**src/rtl/turtle_cpu_pkg.sv**
```systemverilog
// turtle_cpu_pkg: shared types for the turtle CPU board glue
package turtle_cpu_pkg;
  typedef enum logic [2:0] {
    RESET_HOLD = 3'd0,
    RUN        = 3'd1,
    STEP_WAIT  = 3'd2,
    STEP_PULSE = 3'd3,
    HALTED     = 3'd4
  } run_state_t;
endpackage

```
**src/rtl/turtle_debouncer.sv**
```systemverilog
// turtle_debouncer: 2-flop synchronizer plus consecutive-sample debouncer for one raw board input
module turtle_debouncer #(
  parameter int DEBOUNCE_CYCLES = 16
) (
  input  logic clk,
  input  logic reset,
  input  logic raw_i,
  output logic db_o
);
  localparam int CW = $clog2(DEBOUNCE_CYCLES + 1);
  logic s1_q, s2_q;
  logic [CW-1:0] cnt_q;
  logic full;
  assign full = cnt_q == CW'(DEBOUNCE_CYCLES);
  always_ff @(posedge clk)
    if (reset) begin
      s1_q <= 1'b0;
      s2_q <= 1'b0;
      cnt_q <= '0;
      db_o <= 1'b0;
    end else begin
      s1_q <= raw_i;
      s2_q <= s1_q;
      cnt_q <= (s2_q == db_o || full) ? '0 : cnt_q + 1'b1;
      if (s2_q != db_o && full) db_o <= ~db_o;
    end
endmodule

```
**src/rtl/turtle_run_controller.sv**
```systemverilog
// turtle_run_controller: free-run / single-step / halt sequencing of the turtle core clock enable
module turtle_run_controller
  import turtle_cpu_pkg::*;
#(
  parameter int DEBOUNCE_CYCLES   = 16,
  parameter int RUN_DIVIDER       = 4,
  parameter int RESET_HOLD_CYCLES = 8,
  parameter int PC_WIDTH          = 10,
  parameter int COUNT_WIDTH       = 32
) (
  input  logic                   clk,
  input  logic                   reset,
  input  logic                   manual_clk_sw,
  input  logic                   pulse_clk_btn,
  input  logic [PC_WIDTH-1:0]    pc,
  input  logic                   halt_instr,
  input  logic                   bp_enable,
  input  logic [PC_WIDTH-1:0]    bp_addr,
  output logic                   core_reset,
  output logic                   cpu_clk_en,
  output logic                   halted,
  output logic [2:0]             run_state,
  output logic [COUNT_WIDTH-1:0] cycle_count
);
  localparam int DW = $clog2(RUN_DIVIDER);
  localparam int HW = $clog2(RESET_HOLD_CYCLES + 1);
  run_state_t state_q;
  logic [DW-1:0] div_q;
  logic [HW-1:0] hold_q;
  logic [COUNT_WIDTH-1:0] cnt_q;
  logic rst_q, en_q, halted_q, btn_prev_q, press_q;
  logic sw_db, btn_db, tick, stop;
  turtle_debouncer #(.DEBOUNCE_CYCLES(DEBOUNCE_CYCLES)) u_sw (
    .clk(clk), .reset(reset), .raw_i(manual_clk_sw), .db_o(sw_db)
  );
  turtle_debouncer #(.DEBOUNCE_CYCLES(DEBOUNCE_CYCLES)) u_btn (
    .clk(clk), .reset(reset), .raw_i(pulse_clk_btn), .db_o(btn_db)
  );
  assign tick = div_q == DW'(RUN_DIVIDER - 1);
  assign stop = halt_instr | (bp_enable & (pc == bp_addr));
  always_ff @(posedge clk)
    if (reset) begin
      state_q <= RESET_HOLD;
      div_q <= '0;
      hold_q <= '0;
      cnt_q <= '0;
      rst_q <= 1'b1;
      en_q <= 1'b0;
      halted_q <= 1'b0;
      btn_prev_q <= 1'b0;
      press_q <= 1'b0;
    end else begin
      btn_prev_q <= btn_db;
      press_q <= btn_db & ~btn_prev_q;
      if (en_q && cnt_q != '1) cnt_q <= cnt_q + 1'b1;
      en_q <= 1'b0;
      case (state_q)
        RESET_HOLD:
          if (hold_q == HW'(RESET_HOLD_CYCLES - 1)) begin
            rst_q <= 1'b0;
            div_q <= '0;
            state_q <= sw_db ? STEP_WAIT : RUN;
          end else hold_q <= hold_q + 1'b1;
        RUN: begin
          div_q <= tick ? '0 : div_q + 1'b1;
          if (tick) en_q <= ~stop;
          if (tick && stop) begin
            state_q <= HALTED;
            halted_q <= 1'b1;
          end else if (sw_db) state_q <= STEP_WAIT;
        end
        STEP_WAIT:
          if (!sw_db) begin
            state_q <= RUN;
            div_q <= '0;
          end else if (press_q) begin
            state_q <= halt_instr ? HALTED : STEP_PULSE;
            halted_q <= halt_instr;
            en_q <= ~halt_instr;
          end
        STEP_PULSE: state_q <= STEP_WAIT;
        HALTED:
          if (sw_db && press_q && !halt_instr) begin
            state_q <= STEP_PULSE;
            halted_q <= 1'b0;
            en_q <= 1'b1;
          end
        default: begin
          state_q <= RESET_HOLD;
          hold_q <= '0;
          rst_q <= 1'b1;
          halted_q <= 1'b0;
        end
      endcase
    end
  assign core_reset = rst_q;
  assign cpu_clk_en = en_q;
  assign halted = halted_q;
  assign run_state = state_q;
  assign cycle_count = cnt_q;
endmodule

```
**config.mk**
```make
export PLATFORM = sky130hd
export DESIGN_NAME = turtle_run_controller
export DESIGN_NICKNAME = d
export VERILOG_FILES = /design/src/rtl/turtle_cpu_pkg.sv /design/src/rtl/turtle_debouncer.sv /design/src/rtl/turtle_run_controller.sv
export SDC_FILE = /design/constraint.sdc
export NUM_CORES = 1
export LEC_CHECK = 0
export CAP_MARGIN = 0
export CORE_MARGIN = 10
export CORE_UTILIZATION = 45
export DETAILED_ROUTE_END_ITERATION = 7
export GPL_TIMING_DRIVEN = 0
export PLACE_DENSITY = 0.74
export SKIP_LAST_GASP = 1
export SLEW_MARGIN = 20
export SYNTH_ARGS = -nofsm -noshare
export SYNTH_HDL_FRONTEND = slang
export SYNTH_SLANG_ARGS = --single-unit
```
**constraint.sdc**
```tcl
create_clock -name clk -period 2.3 [get_ports clk]
set_input_delay 0.345 -clock clk [delete_from_list [all_inputs] [get_ports clk]]
set_output_delay 0.345 -clock clk [all_outputs]
set_load 0.02 [all_outputs]
```
==> results of run 1 <==
placed cells by master (no fill, tap or decap), drive strengths merged, types with 2 or more instances in the layout:
master / netlist / layout
clkdlybuf4s50: 0 / 63
dfxtp: 62 / 62
nor2: 45 / 45
a21oi: 33 / 33
clkbuf: 13 / 26
o21ai: 20 / 20
nand2: 19 / 19
xnor2: 19 / 19
or3: 18 / 18
nand3: 18 / 18
inv: 16 / 16
nor2b: 14 / 14
nand4: 13 / 13
o31ai: 10 / 10
xor2: 9 / 9
ha: 7 / 7
or4: 6 / 6
or2: 6 / 6
nor4: 6 / 6
buf: 5 / 6
a211oi: 5 / 5
nor3: 5 / 5
and4: 4 / 4
mux2i: 4 / 4
a22oi: 3 / 3
o211ai: 3 / 3
and2: 2 / 2
mux2: 2 / 2
nor4b: 2 / 2
a31oi: 2 / 2
a21o: 2 / 2
flip-flops by register name, summed over array words and instances (netlist names):
register / count
core_reset: 1
u_btn.s2_q: 1
u_sw.s2_q: 1
u_btn.db_o: 1
div_q: 2
u_sw.db_o: 1
halted: 1
press_q: 1
cpu_clk_en: 1
u_sw.s1_q: 1
btn_prev_q: 1
u_btn.cnt_q: 5
u_sw.cnt_q: 5
u_btn.s1_q: 1
cycle_count: 32
run_state: 3
hold_q: 4
power by group:
group | internal [mW] | leakage (nW) | switching, mW | total (mW)
clock network | 0.559 | 0.0996 | 0.423 | 0.982
registers | 1.08 | 0.501 | 0.00909 | 1.09
logic | 0.0693 | 0.839 | 0.0513 | 0.121
total | 1.71 | 1.44 | 0.484 | 2.20
kinds of logic (layout without fill, tap and decap cells):
kind of cell,count (synthesis),after routing,share of synthesized area
simple gates,162,162,0.277
compound gates,89,89,0.181
flops,62,62,0.377
buf+inv,34,114,0.0441
xor+xnor,28,28,0.0745
fa+ha+maj,7,7,0.0266
mux,6,6,0.0190
path summary, 6_finish.rpt:
path                                  end  slack (ps)  cells past startpoint
max          cycle_count[11]$_SDFFE_PP0P_         210                      7
min                    press_q$_SDFF_PP0_         400                      1
max reg2reg  cycle_count[11]$_SDFFE_PP0P_         210                      7
min reg2reg            press_q$_SDFF_PP0_         400                      1
repair_timing:
action / in CTS / in global routing
gates resized for setup: 0 / 1
endpoints found under the hold margin: 0 / 0
setup buffers: 0 / 1
hold buffers: 0 / 0
endpoints found under the setup margin: 0 / 5
per-layer routing:
| metal | GRT usage | vias up |
|---|---|---|
| met3 | 0.0305 | 13 |
| met4 | 0.0687 | 0 |
| met5 | 0 | - |
| met1 | 0.186 | 1455 |
| li1 | - | 1547 |
| met2 | 0.232 | 60 |
metrics by stage:
| stage | total power, mW | util |
|---|---|---|
| 3_3_place_gp | 1.24 | 0.564 |
| 3_5_place_dp | 1.24 | 0.564 |
| 6_report | 2.20 | 0.594 |
| 5_1_grt | 2.28 | 0.594 |
| 4_1_cts | 2.21 | 0.592 |
| 2_1_floorplan | 1.18 | - |
layout make-up:
class / instances / area (sq um)
flip-flops and latches: 62 / 1240
multi-input cells: 292 / 1910
repair buffers: 64 / 638
clock inverters: 3 / 42.5
inverters: 16 / 60.1
clock buffers: 13 / 159
plain buffers: 18 / 85.1
fillers: 638 / 2910
well taps: 99 / 124
==> reports/metrics.cfg, run 1 <==
[placement]
post-place-ws_ps=-82.5
dp_hpwl_um=6080
dpl_cell_area_sq_um=4050
dp.cells=550
portBuffers=63
place_congestion=0.877

[worst_setup_path]
crit_path_frequent_cell=buf_6
cp.required_ps=2520
startpoint=cycle_count[18]$_SDFFE_PP0P_
slowest_stage=or4_4
cp.arrival_ps=2310
end_kind=flop
cp-start-kind=flop
path_buf_inv=2
critPathTopFamily=simple AND/OR/NAND/NOR gates
cp_slowest_stage_delay_ps=530
rr_startpoint=cycle_count[18]$_SDFFE_PP0P_
path_max_fanout=10
crit_type=flop to flop
cp_cell_sequence=nand4_2 -> or4_4 -> buf_6 -> o31ai_4 -> buf_6 -> xnor2_1 -> nor2_2

[logic_synthesis]
synth_top_cell_area_share=0.377
synth.most_common_cell=dfxtp_1
synth_seq_area_share=0.377
synth_cell_types=59
synthArstFlopShare=0
synth-seq-cells=62
ys_warn_count=0
synth.area.top_cells=dfxtp_1, xnor2_1, nor2_1
synth-main-ff-cell=dfxtp_1
synth_edf_count=0
synth_area_sq_um=3290
syn_nets=421
yosys-top-cells-count=dfxtp_1, nor2_1, a21oi_1, nand2_1, xnor2_1
synthesis.instances=388
postSynthAreaPerCell_sq_um=8.48
synth_area_leader_cell=dfxtp_1

[global_route]
grt_pass1_wl_um=13700
grt_pass1_vias=2896
grt.overflow.total=0
antenna_found_initial=0
grt_max_degree=11
grt_use_total=0.146

[sta]
fin_crit_sh=0.911
totalNegativeSetupSlack_ps=0
setup_slack_ps=205
slew_headroom=0.609
finalSetupViolations=0
skew_ps=11.5
holdWs_ps=396
maxSlewViolCount=0
min_period_ps=2090
fmax_ghz=0.477
hold_viol=0
rsz0062_at_grt=no
tightestPinTransition_ps=586

[cells_and_area]
diodes=0
final_cell_count_no_fill=567
nNetsFinal=496
final_area_sq_um=4260
areaGrowthSynthToFinish_pct=29.5
layout-drive-gt1-share=0.0855

[floorplanning]
die_w_um=106
rows=31
core_area_sq_um=7180
fp.dieH_um=106
io_pins=64
die_area_sq_um=11100
start_util=0.459

[hold_path]
hold_path.class=flop to flop
worstHoldStart=btn_prev_q$_SDFF_PP0_

[detailed_routing]
dr_wl_met2_um=3850
top_layer_used=met4
drtIter0Drc=187
wl_um=8080
drc=0
antenna_left=0
met3_length_um=367
viasPerCell=5.42
drt-pass1-iter-count=4
wl_met1_um=3670
vias=3075
wl_per_cell_um=14.3

[clock_network]
path_clk_slew_ps=70
clock_path_buffers=2
cts_buffers=9
htree_levels=3
cts_root_buf=clkbuf_8
worst_skew_pair.late_latency_ps=340
cts.sinks=62
cts_tree=built

[flow_run]
maxCapViolCount=0

[pwr]
pwr_density_cell_nw_per_um2=515
p_leak_nw=1.44
ir_drop_mv=0.308

[outcome]
status=finished, final reports clean

Note: power is estimated with default switching activity, not from simulation.
==> run 2: changes to the inputs <==
--- a/config.mk
+++ b/config.mk
@@ -7,10 +7,10 @@
 export LEC_CHECK = 0
 export CAP_MARGIN = 0
 export CORE_MARGIN = 10
-export CORE_UTILIZATION = 45
+export CORE_UTILIZATION = 52
 export DETAILED_ROUTE_END_ITERATION = 7
 export GPL_TIMING_DRIVEN = 0
-export PLACE_DENSITY = 0.74
+export PLACE_DENSITY = 0.83
 export SKIP_LAST_GASP = 1
 export SLEW_MARGIN = 20
 export SYNTH_ARGS = -nofsm -noshare
==> run 2 against run 1 <==
Compared with the run above: non-clock buffer count decreased by 1; hold slack improved by 4.9 ps; total power increased by 5.2%; critical path depth decreased by 2; sequential power about the same; register-to-register slack got worse by 20 ps; clock power increased by 11%; critical endpoint is now cycle_count[27]$_SDFFE_PP0P_; largest cell class unchanged; largest power group unchanged.
==> reports/metrics.cfg, run 2 (same netlist as run 1, synthesis figures left out) <==
[cells_and_area]
final_cell_mix=clkdlybuf4s50_1, dfxtp_1, nor2_1, a21oi_1
layout-drive-gt1-share=0.0858
nNetsFinal=495
diodes=0
layout_commonest_cell=clkdlybuf4s50_1
final_area_sq_um=4250
largest_register_ffs=32
areaGrowthSynthToFinish_pct=29.0
fin_util=0.705

[pwr]
pwr_density_cell_nw_per_um2=544
totalPowerFinal_mw=2.31
ir_drop_mv=0.396
p_leak_nw=1.45

[worst_setup_path]
regToRegSetupSlack_ps=180
end_kind=flop
cp-start-kind=flop
path_max_fanout=8
crit_type=flop to flop
rr_startpoint=cycle_count[0]$_SDFFE_PP0P_
cp.required_ps=2510
r2r_end=cycle_count[27]$_SDFFE_PP0P_
cp.arrival_ps=2320
worstRegToRegCells=5

[detailed_routing]
drc=0
drtIter0Drc=155
wl_per_cell_um=15.0
antenna_left=0
viasPerCell=5.76
drt-pass1-iter-count=4
wl_um=8110
vias=3114

[hold_path]
worstHoldEndpoint=press_q$_SDFF_PP0_
whs_path_depth=1
worstHoldStart=btn_prev_q$_SDFF_PP0_
hold_path.class=flop to flop

[sta]
fin_crit_sh=0.921
hold_viol=0
fmax_ghz=0.472
skew_ps=9.92
finalSetupViolations=0
slew_headroom=0.606
setup_slack_ps=182
tightestPinTransition_ps=591
maxSlewViolCount=0
min_period_ps=2120
rsz0062_at_grt=no
totalNegativeSetupSlack_ps=0

[global_route]
grt.overflow.total=0
grt_max_degree=11
grt_pass1_vias=2955
grt_pass1_wl_um=13600
antenna_found_initial=0
grt_use_total=0.164

[floorplanning]
core_area_sq_um=6030
die_area_sq_um=9910
fp.dieH_um=99.6
io_pins=64
die_w_um=99.6
start_util=0.546
rows=28

[placement]
dp_hpwl_um=6120
dpl_cell_area_sq_um=4020
place_congestion=0.925
portBuffers=63
post-place-ws_ps=-38.9

[clock_network]
htree_levels=3
cts_tree=built
clock_path_buffers=2
cts.sinks=62
worst_skew_pair.late_latency_ps=350
cts_hold_buffers=0
cts_root_buf=clkbuf_8
path_clk_slew_ps=70
cts_setup_buffers=0
cts_buffers=9

[flow_run]
maxCapViolCount=0

[outcome]
status=finished, final reports clean

-- run 2: changes by cell type in the layout (fill, tap and decap cells not counted), sizes merged --
cell and change:
clkinv +1, clkbuf -2, clkinvlp -1, buf -1, bufinv +1
-- run 2: worst max path at each step --
stage	cells after the start	from	slack, ps	endpoint
after floorplan	7	cycle_count[12]$_SDFFE_PP0P_	260	cycle_count[17]$_SDFFE_PP0P_
after global placement	5	reset	-30	cycle_count[14]$_SDFFE_PP0P_
after detailed placement	5	reset	-40	cycle_count[21]$_SDFFE_PP0P_
after CTS	6	cpu_clk_en$_SDFF_PP0_	140	cycle_count[27]$_SDFFE_PP0P_
after global routing	5	cycle_count[19]$_SDFFE_PP0P_	2	cycle_count[28]$_SDFFE_PP0P_
final	5	cycle_count[0]$_SDFFE_PP0P_	180	cycle_count[27]$_SDFFE_PP0P_
-- run 2: final cells by class --
type,count,area [sq um]
plain buffers,18,85.1
clock buffers,11,151
clock inverters,4,70.1
fillers,483,1780
inverters,16,60.1
multi-input cells,292,1910
flip-flops and latches,62,1240
well taps,75,93.8
repair buffers,63,631
-- run 2: through the flow --
stage / hold slack [ps] / instances
after floorplan: 367 / 388
after global placement: 383 / 526
after detailed placement: 387 / 526
after CTS: 400 / 541
after global routing: 425 / 541
final: 401 / 541
-- run 2: critical path, cell delays in order, from the launching register on --
cell and delay (ps):
dfxtp_1 420, ha_1 310, nand4_1 420, o211ai_1 570, or3_1 190, a21oi_1 70
-- run 2: power by group --
group | total (mW) | internal, mW | switching [mW]
Clock | 1.09 | 0.660 | 0.434
Sequential | 1.09 | 1.08 | 0.00968
Combinational | 0.123 | 0.0696 | 0.0536
-- run 2: repair_timing --
| item | in CTS | in global routing |
|---|---|---|
| setup endpoints to repair | 0 | 5 |
| hold endpoints to repair | 0 | 0 |
| resized for setup | 0 | 1 |
-- run 2: per-layer routing --
| layer | vias up | global-route usage | routed length (um) |
|---|---|---|---|
| met4 | 0 | 0.0794 | 150 |
| met5 | - | 0 | 0 |
| met2 | 90 | 0.267 | 3900 |
| met1 | 1466 | 0.194 | 3500 |
| li1 | 1545 | - | - |
| met3 | 13 | 0.0457 | 559 |
==> run 3: changes to the inputs <==
--- a/config.mk
+++ b/config.mk
@@ -15,4 +15,5 @@
 export SLEW_MARGIN = 20
 export SYNTH_ARGS = -nofsm -noshare
 export SYNTH_HDL_FRONTEND = slang
+export SYNTH_HIERARCHICAL = 1
 export SYNTH_SLANG_ARGS = --single-unit
==> run 3 against run 2 <==
Compared with the run above: die area shrank 0.64%; count of clock-buffer cells in the layout grew 1; critical path depth grew 1; critical path type unchanged; wire length grew 2.1%; global-route usage grew 0.18 points; first-iteration DRC count grew 25%; core utilization shrank 1.3 points; fmax shrank 3.7%; hold slack lost 12 ps; largest cell class unchanged; sequential cell count is the same; register-to-register slack lost 80 ps; clock skew grew 0.50 ps.
==> reports/metrics.cfg, run 3 <==
[outcome]
status=finished, final reports clean

[global_route]
met3_usage=0.0533
grt_use_met2=0.279
grt_pass1_vias=2959
use_met1=0.198
grt_pass1_wl_um=13900
antenna_found_initial=0
busiest_layer=met2
grt_max_degree=15
grt_use_total=0.166
grt.overflow.total=0

[sta]
fmax_ghz=0.455
slew_headroom=0.541
tightestPinTransition_ps=682
maxSlewViolCount=0
fin_crit_sh=0.956
holdWs_ps=389
skew_ps=10.4
finalSetupViolations=0
hold_viol=0
setup_slack_ps=101
rsz0062_at_grt=yes
min_period_ps=2200

[logic_synthesis]
synth_top_cell_area_share=0.380
synth_edf_count=0
yosys-top-cells-count=dfxtp_1, nand2_1, nor2_1, a21oi_1, nand3_1
synth_cell_types=60
synth-main-ff-cell=dfxtp_1
synthesis.instances=379
synth-seq-cells=62
synth.most_common_cell=dfxtp_1
synthArstFlopShare=0
synth_seq_area_share=0.380
syn_nets=412
postSynthAreaPerCell_sq_um=8.62
ys_warn_count=6
synth_area_sq_um=3270
synth_area_leader_cell=dfxtp_1
synth.area.top_cells=dfxtp_1, xnor2_1, a21oi_1

[detailed_routing]
wl_um=8280
wl_per_cell_um=15.6
viasPerCell=5.78
drt-pass1-iter-count=5
vias=3076
drtIter0Drc=194
antenna_left=0
drc=0

[cells_and_area]
final_area_sq_um=4170
layout-drive-gt1-share=0.0963
layout_commonest_cell=clkdlybuf4s50_1
largest_register_ffs=32
diodes=0
final_cell_count_no_fill=532
areaGrowthSynthToFinish_pct=27.7
final_cell_mix=clkdlybuf4s50_1, dfxtp_1, nand2_1, nor2_1, a21oi_1
nNetsFinal=485

[pwr]
power_frac_comb=0.197
power.share.sequential=0.468
pwr_density_cell_nw_per_um2=601
power.share.switching=0.298
totalPowerFinal_mw=2.50
p_leak_nw=1.39
power_frac_clock=0.335
p_int_mw=1.76
power.net_switching_mw=0.747
ir_drop_mv=0.393

[worst_setup_path]
cp_slowest_stage_delay_ps=500
cp.required_ps=2510
cp.depth=6
worstRegToRegCells=6
critPathTopFamily=simple AND/OR/NAND/NOR gates
crit_type=flop to flop
path_buf_inv=1
startpoint=cycle_count[14]$_SDFFE_PP0P_
rr_startpoint=cycle_count[14]$_SDFFE_PP0P_
path_max_fanout=10
end_kind=flop
cp_cell_sequence=nand3_1 -> or3_1 -> o41ai_4 -> buf_4 -> mux2i_1 -> nor2_1
cp-start-kind=flop
slowest_stage=o41ai_4
cp.arrival_ps=2410

[clock_network]
htree_levels=3
cts_setup_buffers=0
cts-resized-gates=0
cts_buffers=9
cts_tree=built
cts.sinks=62
clock_path_buffers=2
cts_hold_buffers=0
worst_skew_pair.late_latency_ps=340
path_clk_slew_ps=70
cts_root_buf=clkbuf_8

[floorplanning]
core_area_sq_um=6030
die_w_um=99.2
fp.dieH_um=99.2
start_util=0.542
die_area_sq_um=9850
io_pins=64
rows=28

[placement]
dp_hpwl_um=6210
dp.cells=517
place_congestion=0.900
post-place-ws_ps=-41.9
portBuffers=63
dpl_cell_area_sq_um=3990

[hold_path]
whs_path_depth=1
hold_path.class=flop to flop
worstHoldStart=btn_prev_q$_SDFF_PP0_

[flow_run]
maxCapViolCount=0

## run 3: cell types whose count changed in the layout (fill, tap and decap cells not counted), sizes merged, moves of 4 or more
cell / before / now
nand2: 19 / 30
a21oi: 33 / 26
nor2: 45 / 39
or2: 6 / 0
o21ai: 20 / 15
and3: 0 / 4
clkbuf: 24 / 20
or3: 18 / 14
## run 3: final timing paths
kind	to	slack [ps]
setup reg to reg	cycle_count[1]$_SDFFE_PP0P_	100
hold reg to reg	press_q$_SDFF_PP0_	390
hold / removal	press_q$_SDFF_PP0_	390
setup / recovery	cycle_count[1]$_SDFFE_PP0P_	100
## run 3: per-stage QoR
step | utilization | TNS [ps]
2_1_floorplan | - | 0
3_3_place_gp | 0.662 | -4.66
3_5_place_dp | 0.662 | -41.9
4_1_cts | 0.690 | 0
5_1_grt | 0.692 | -31.9
6_report | 0.692 | 0
## run 3: logic make-up after synthesis
kind of cell	synth area share
AND/OR/NAND/NOR	0.293
AO/OA/AOI/OAI	0.164
flip-flops	0.380
buffers and inverters	0.0456
XOR/XNOR	0.0778
adder cells (fa/ha/maj)	0.0268
multiplexers	0.0126
## run 3: cell type report
| type | count | area (sq um) |
|---|---|---|
| inverter | 14 | 52.6 |
| buffer | 16 | 92.6 |
| fill | 516 | 1860 |
| sequential | 62 | 1240 |
| multi-input combinational | 286 | 1890 |
| clock buffer | 12 | 145 |
| clock inverter | 4 | 22.5 |
| timing repair buffer | 63 | 631 |
| tap | 75 | 93.8 |
## run 3: worst reg2reg max path: cells and delay by family, from the launching register on
family,cells,cell delay [ps]
AO/OA/AOI/OAI,1,500
multiplexers,1,200
flip-flops,1,410
buffers and inverters,1,260
AND/OR/NAND/NOR,3,710
## run 3: power groups by stage
stage,combinational (mW),sequential (mW),clock (mW)
after detailed placement,0.486,1.20,0
after floorplan,0.306,1.21,0
after global routing,0.548,1.18,0.899
after global placement,0.475,1.20,0
final,0.493,1.17,0.840
after CTS,0.489,1.17,0.847
## run 3: per-layer routing
metal	vias up	routed length, um
met5	-	0
met4	0	74
met3	10	465
met2	73	4150
met1	1473	3590
li1	1520	-
==> edit 1: new RTL, config.mk and constraints of run 2 <==
`DEBOUNCE_CYCLES` is set to 16 in 2 places; all go to 8.
--- a/src/rtl/turtle_debouncer.sv
+++ b/src/rtl/turtle_debouncer.sv
@@ -1,5 +1,5 @@
 // turtle_debouncer: 2-flop synchronizer plus consecutive-sample debouncer for one raw board input
 module turtle_debouncer #(
-  parameter int DEBOUNCE_CYCLES = 16
+  parameter int DEBOUNCE_CYCLES = 8
 ) (
   input  logic clk,
--- a/src/rtl/turtle_run_controller.sv
+++ b/src/rtl/turtle_run_controller.sv
@@ -3,5 +3,5 @@
   import turtle_cpu_pkg::*;
 #(
-  parameter int DEBOUNCE_CYCLES   = 16,
+  parameter int DEBOUNCE_CYCLES   = 8,
   parameter int RUN_DIVIDER       = 4,
   parameter int RESET_HOLD_CYCLES = 8,
Check against the original RTL: same outputs for any inputs over 10 cycles, from zero or initial values and one cycle with reset high; that may be too few to reach the edited logic, so the function may still have changed.
==> edit 1 against run 2 <==
Sequential cell count shrank 2; first-iteration DRC count grew 12%; setup slack lost 0.025 ns; area after synthesis shrank 7.4%; wire length shrank 5.3%; via count shrank 5.4%; cell area shrank 6.8%; non-clock buffer count shrank 4.
Power is not compared: it rests on default switching activity, and its combinational part moved more than twofold at a synthesized area within 25%.
==> edit 1: results (changes against run 2) <==
Route
  – DR vias: 2947 (-5.4%)
  – DR pass1 iterations: 5 (+1)
  – DRT iter0 DRCs: 173 (+12%)
  – Final WL: 7676 um (-5.3%)

Synthesis
  – Synth async-reset ratio: 0% (unchanged)
  – Top post-synthesis cells by area: dfxtp_1 39%, xnor2_1 7.8%, nor2_1 4.8%, a21oi_1 3.8%, ha_1 2.9%
  – Synth unique cells: 49 (-17%)
  – Syn Nets: 390 (-7.4%)
  – Number of synthesis warnings: 0 (unchanged)
  – Synth top cells by count: 60 x dfxtp_1, 39 x nor2_1, 27 x xnor2_1
  – Seq/Total Area, Yosys: 39.43% (+1.7 points)
  – Cell area after synthesis: 3047 sq um (-7.4%)

Placed design
  – Pre-CTS setup slack: 0.1318 ns (+0.1707 ns)
  – Routability cong.: 0.8238 (-11%)
  – Final HPWL DP: 5730 um (-6.4%)

Clock network
  – Num CTS Buffers: 9 (unchanged)
  – Root Driver: clkbuf_8
  – Clk Latency, worst-skew pair: 0.34 ns

Worst setup path
  – Worst EP arrival: 2.38 ns (+0.06 ns)
  – Slowest-stage cell, CP: or3_4
  – CP max stage delay: 0.50 ns (-0.07 ns)
  – R2R Path End: cycle_count[21]
  – Worst reg-to-reg path cell count: 6 (+1)
  – Maximum fanout along the worst path: 10 (+2)
  – FF-to-FF Start: cycle_count[21]
  – R2R Setup Slk: 0.16 ns (-0.03 ns)
  – CP delay by family, top: simple AND/OR/NAND/NOR gates
  – WS Path Type: reg -> reg

Pwr
  – Leak: 1.302 nW
  – Worst vdd ir: 435.9 uV

Cells and area
  – Fin nets: 464 (-6.3%)
  – Largest register FFs: 32 (unchanged)
  – Ant diodes: 0 (unchanged)
  – Share of layout cells above drive strength 1: 6.667% (-1.9 points)

Hold path
  – Hold Crit Depth: 1 (unchanged)
  – Hold_sp: btn_prev_q
  – Worst hold path endpoint: press_q

Timing
  – Setup Skew: 0.007093 ns (-0.002832 ns)
  – Slew HR: 37.30% (-23 points)
  – Final Hold Fails: 0 (unchanged)

Run status
  – Status: finished, final reports clean

Global route
  – Largest net degree at the start of global routing: 11 (unchanged)
  – First-pass GRT wire length: 12850 um (-5.2%)
  – Vias in the first global route: 2785 (-5.8%)
  – Tot GR Track Use: 17.19% (+0.81 points)
[edit 1: cell count changes after synthesis, moves of 4 or more]
cell	run 2	this run
nor4_1	4	8
nor2b_1	14	10
a21oi_1	30	23
and3_1	0	5
o21ai_1	9	0
or3_1	18	10
nor2_1	44	39
xnor2_1	19	27
nor3_1	4	8
[edit 1: worst max path at each step]
stage | start | end | slack [ns] | cells past startpoint
final | cycle_count[21] | cycle_count[21] | 0.16 | 6
after global routing | cycle_count[20] | cycle_count[29] | -0.01 | 5
after CTS | cycle_count[21] | cycle_count[14] | 0.12 | 5
after detailed placement | cycle_count[21] | cycle_count[8] | 0.13 | 5
after global placement | cycle_count[21] | cycle_count[21] | 0.21 | 6
after floorplan | cycle_count[24] | cycle_count[21] | 0.26 | 6
[edit 1: logic make-up (layout without fill, tap and decap cells)]
| group | after synthesis | count (layout) | share of synthesized area [%] |
|---|---|---|---|
| AOI/OAI and AO/OA | 70 | 70 | 15.40 |
| adders and majority gates | 7 | 7 | 2.875 |
| xor gates and xnor gates | 34 | 34 | 9.774 |
| and+or+nand+nor | 154 | 154 | 27.10 |
| muxes | 4 | 4 | 1.560 |
| DFF | 60 | 60 | 39.42 |
| buffers and inverters | 28 | 106 | 3.860 |
[edit 1: repair_timing]
action,4_1_cts,5_1_grt
endpoints found under the hold margin,0,0
setup buffers,0,0
gates resized for setup,0,1
setup endpoints to repair,0,7
[edit 1: final cells by class]
cell class | instances | area [sq um]
Tap cell | 72 | 90.09
Inverter | 14 | 52.55
Buffer | 14 | 65.06
Clock buffer | 13 | 148.9
Clock inverter | 2 | 35.03
Sequential cell | 60 | 1201
Fill cell | 480 | 1652
Multi-Input combinational cell | 269 | 1733
Timing Repair Buffer | 63 | 630.6
[edit 1: power groups by stage]
stage	Sequential, W	Combinational (W)	Clock (W)
final	0.00115	0.000550	0.000914
after global routing	0.00116	0.000606	0.000969
after CTS	0.00115	0.000546	0.000923
after detailed placement	0.00117	0.000541	0
after global placement	0.00117	0.000527	0
after floorplan	0.00120	0.000321	0
[edit 1: routing by layer]
layer / track usage [%] / vias to the layer above / share of wire [%]
met5: 0 / - / 0
met4: 7.385 / 0 / 1.6
met3: 6.322 / 13 / 8.8
met2: 27.51 / 113 / 47
met1: 20.26 / 1386 / 42
li1: - / 1435 / -
[edit 1: stage by stage]
step / hold WS, ns / utilization [%] / cell area, sq um / instances
after floorplan: 0.3674 / - / 3047 / 357
after global placement: 0.3718 / 67.18 / 3767 / 492
after detailed placement: 0.3772 / 67.18 / 3767 / 492
after CTS: 0.3863 / 70.46 / 3951 / 507
after global routing: 0.3943 / 70.55 / 3956 / 507
final: 0.3800 / 70.55 / 3956 / 507
==> edit 2: new RTL, config.mk and constraints of run 2 <==
Without the edit above. Make the reset (`reset`) asynchronous in 2 clocked blocks.
--- a/src/rtl/turtle_debouncer.sv
+++ b/src/rtl/turtle_debouncer.sv
@@ -13,5 +13,5 @@
   logic full;
   assign full = cnt_q == CW'(DEBOUNCE_CYCLES);
-  always_ff @(posedge clk)
+  always_ff @(posedge clk or posedge reset)
     if (reset) begin
       s1_q <= 1'b0;
--- a/src/rtl/turtle_run_controller.sv
+++ b/src/rtl/turtle_run_controller.sv
@@ -39,5 +39,5 @@
   assign tick = div_q == DW'(RUN_DIVIDER - 1);
   assign stop = halt_instr | (bp_enable & (pc == bp_addr));
-  always_ff @(posedge clk)
+  always_ff @(posedge clk or posedge reset)
     if (reset) begin
       state_q <= RESET_HOLD;
Function: differs if reset is asserted again (counterexample within 10 cycles, from zero or initial values and one cycle with reset high); with reset held inactive, the same outputs for 10 cycles.
==> edit 2 against run 2 <==
Sequential cell count did not move; die area is 1.8% lower; count of clock-buffer cells in the layout rose by 2; wire length fell by 11%; critical path depth unchanged; cell area fell by 0.91%; global-route usage down 1.5 points; area after synthesis down 2.2%; core utilization rose by 0.18 points; setup slack gained 0.16 ns; critical endpoint is now cycle_count[1].
Power is not compared: it rests on default switching activity, and its combinational part moved more than twofold at a synthesized area within 25%.
==> edit 2: results (changes against run 2) <==
Cells and area
  – Largest register FFs: 32 (unchanged)
  – Ant diodes: 0 (unchanged)
  – Fin nets: 417 (-16%)
  – Filler cell count: 446 (-7.7%)
  – Share of layout cells above drive strength 1: 8.483% (-0.10 points)

Global route
  – Largest net degree at the start of global routing: 58 (+47)
  – Tot GR Track Use: 14.85% (-1.5 points)
  – Number of antenna violations at the first check in global routing: 0 (unchanged)
  – First-pass GRT wire length: 12120 um (-11%)
  – Vias in the first global route: 2525 (-15%)

Worst setup path
  – R2R Setup Slk: 0.34 ns (+0.16 ns)
  – CP Launch Point: cycle_count[16]
  – Worst EP arrival: 2.17 ns (-0.15 ns)
  – R2R Path End: cycle_count[1]
  – Maximum fanout along the worst path: 7 (-1)
  – FF-to-FF Start: cycle_count[16]
  – Worst reg-to-reg path cell count: 5 (unchanged)

Route
  – Post-DR vias/cell: 5.569 (-3.2%)
  – DRT iter0 DRCs: 184 (+19%)
  – Final WL: 7223 um (-11%)
  – Routed len/inst: 15.57 um (+3.9%)

Clock network
  – Num CTS Buffers: 9 (unchanged)
  – Root Driver: clkbuf_8
  – Clk Latency, worst-skew pair: 0.33 ns (-0.02 ns)
  – CTS clk-pin slew, worst paths: 0.07 ns (about the same)
  – H-Tree Depth: 3 (unchanged)

Synthesis
  – Synth Instances: 309 (-20%)
  – Synth unique cells: 54 (-8.5%)
  – Top post-synthesis cells by area: dfrtp_1 47%, xnor2_1 9.0%, nand2_1 3.6%, xor2_1 3.3%, nand3_1 2.8%
  – Synth async-reset ratio: 100.0% (+100 points)
  – Syn Nets: 342 (-19%)
  – Synth top cells by count: 61 x dfrtp_1, 33 x xnor2_1, 31 x nand2_1
  – Number of synthesis warnings: 0 (unchanged)
  – Main synth FF type: dfrtp_1
  – Seq/Total Area, Yosys: 48.23% (+11 points)

Pwr
  – Leak: 1.806 nW
  – Worst vdd ir: 653.9 uV

Timing
  – Slew HR: 58.17% (-2.5 points)
  – PnR worst setup slack: 0.3445 ns (+0.1626 ns)
  – Setup Skew: 0.004532 ns (-0.005393 ns)
  – Hold slack: 0.2385 ns (-0.1623 ns)

Placed design
  – Placed cell areas: 3974 sq um (-1.1%)
  – Placed cell count: 448 (-15%)
  – Routability cong.: 0.9039 (-2.3%)
  – Pre-CTS setup slack: 0.2790 ns (+0.3178 ns)
  – Final HPWL DP: 5379 um (-12%)

Run status
  – Status: finished, final reports clean

Hold path
  – Hold Path Class: in -> async
==> edit 2: worst max path at each step <==
stage	endpoint	cells past startpoint
2_1_floorplan	cycle_count[1]	5
3_3_place_gp	u_btn.s1_q	2
3_5_place_dp	run_state[1]	6
4_1_cts	cycle_count[1]	5
5_1_grt	cycle_count[1]	5
6_report	cycle_count[1]	5
==> edit 2: report_power, final <==
group / switching [W] / internal, W / total, W
Combinational: 0.000469 / 0.000397 / 0.000866
Clock: 0.000404 / 0.000698 / 0.00110
Sequential: 0.000127 / 0.00122 / 0.00134
==> edit 2: routing by layer <==
layer,global-route usage [%],up-vias,share of wire [%]
met5,0,-,0
met3,4.399,11,4.7
li1,-,1255,-
met4,5.292,0,1.1
met1,18.24,1265,43
met2,24.21,53,51
==> edit 2: cell families (layout without fill, tap and decap cells) <==
| kind of cell | count (synthesis) | after routing | synth area share, % |
|---|---|---|---|
| adders and majority gates | 7 | 7 | 2.720 |
| AOI/OAI and AO/OA | 43 | 43 | 9.756 |
| DFF | 62 | 62 | 48.23 |
| and+or+nand+nor | 130 | 130 | 23.40 |
| buffers and inverters | 18 | 98 | 2.099 |
| xor gates and xnor gates | 46 | 46 | 12.75 |
| muxes | 3 | 3 | 1.049 |
==> edit 2: worst max-delay path, stage by stage, from the launching register on <==
cell     delay, ns
dfrtp_1       0.45
nand4_1       0.20
nor4_4        0.45
nand4_2       0.26
nand2_2       0.15
mux2_1        0.32
==> edit 2: area by class of cell <==
class	instances	area (sq um)	area share, %
flip-flops and latches	62	1553	36.90
clock buffers	13	168.9	4.014
multi-input cells	229	1599	38.00
clock inverters	3	65.06	1.546
plain buffers	9	33.78	0.8029
repair buffers	64	658.1	15.64
inverters	9	36.28	0.8623
well taps	75	93.84	2.230
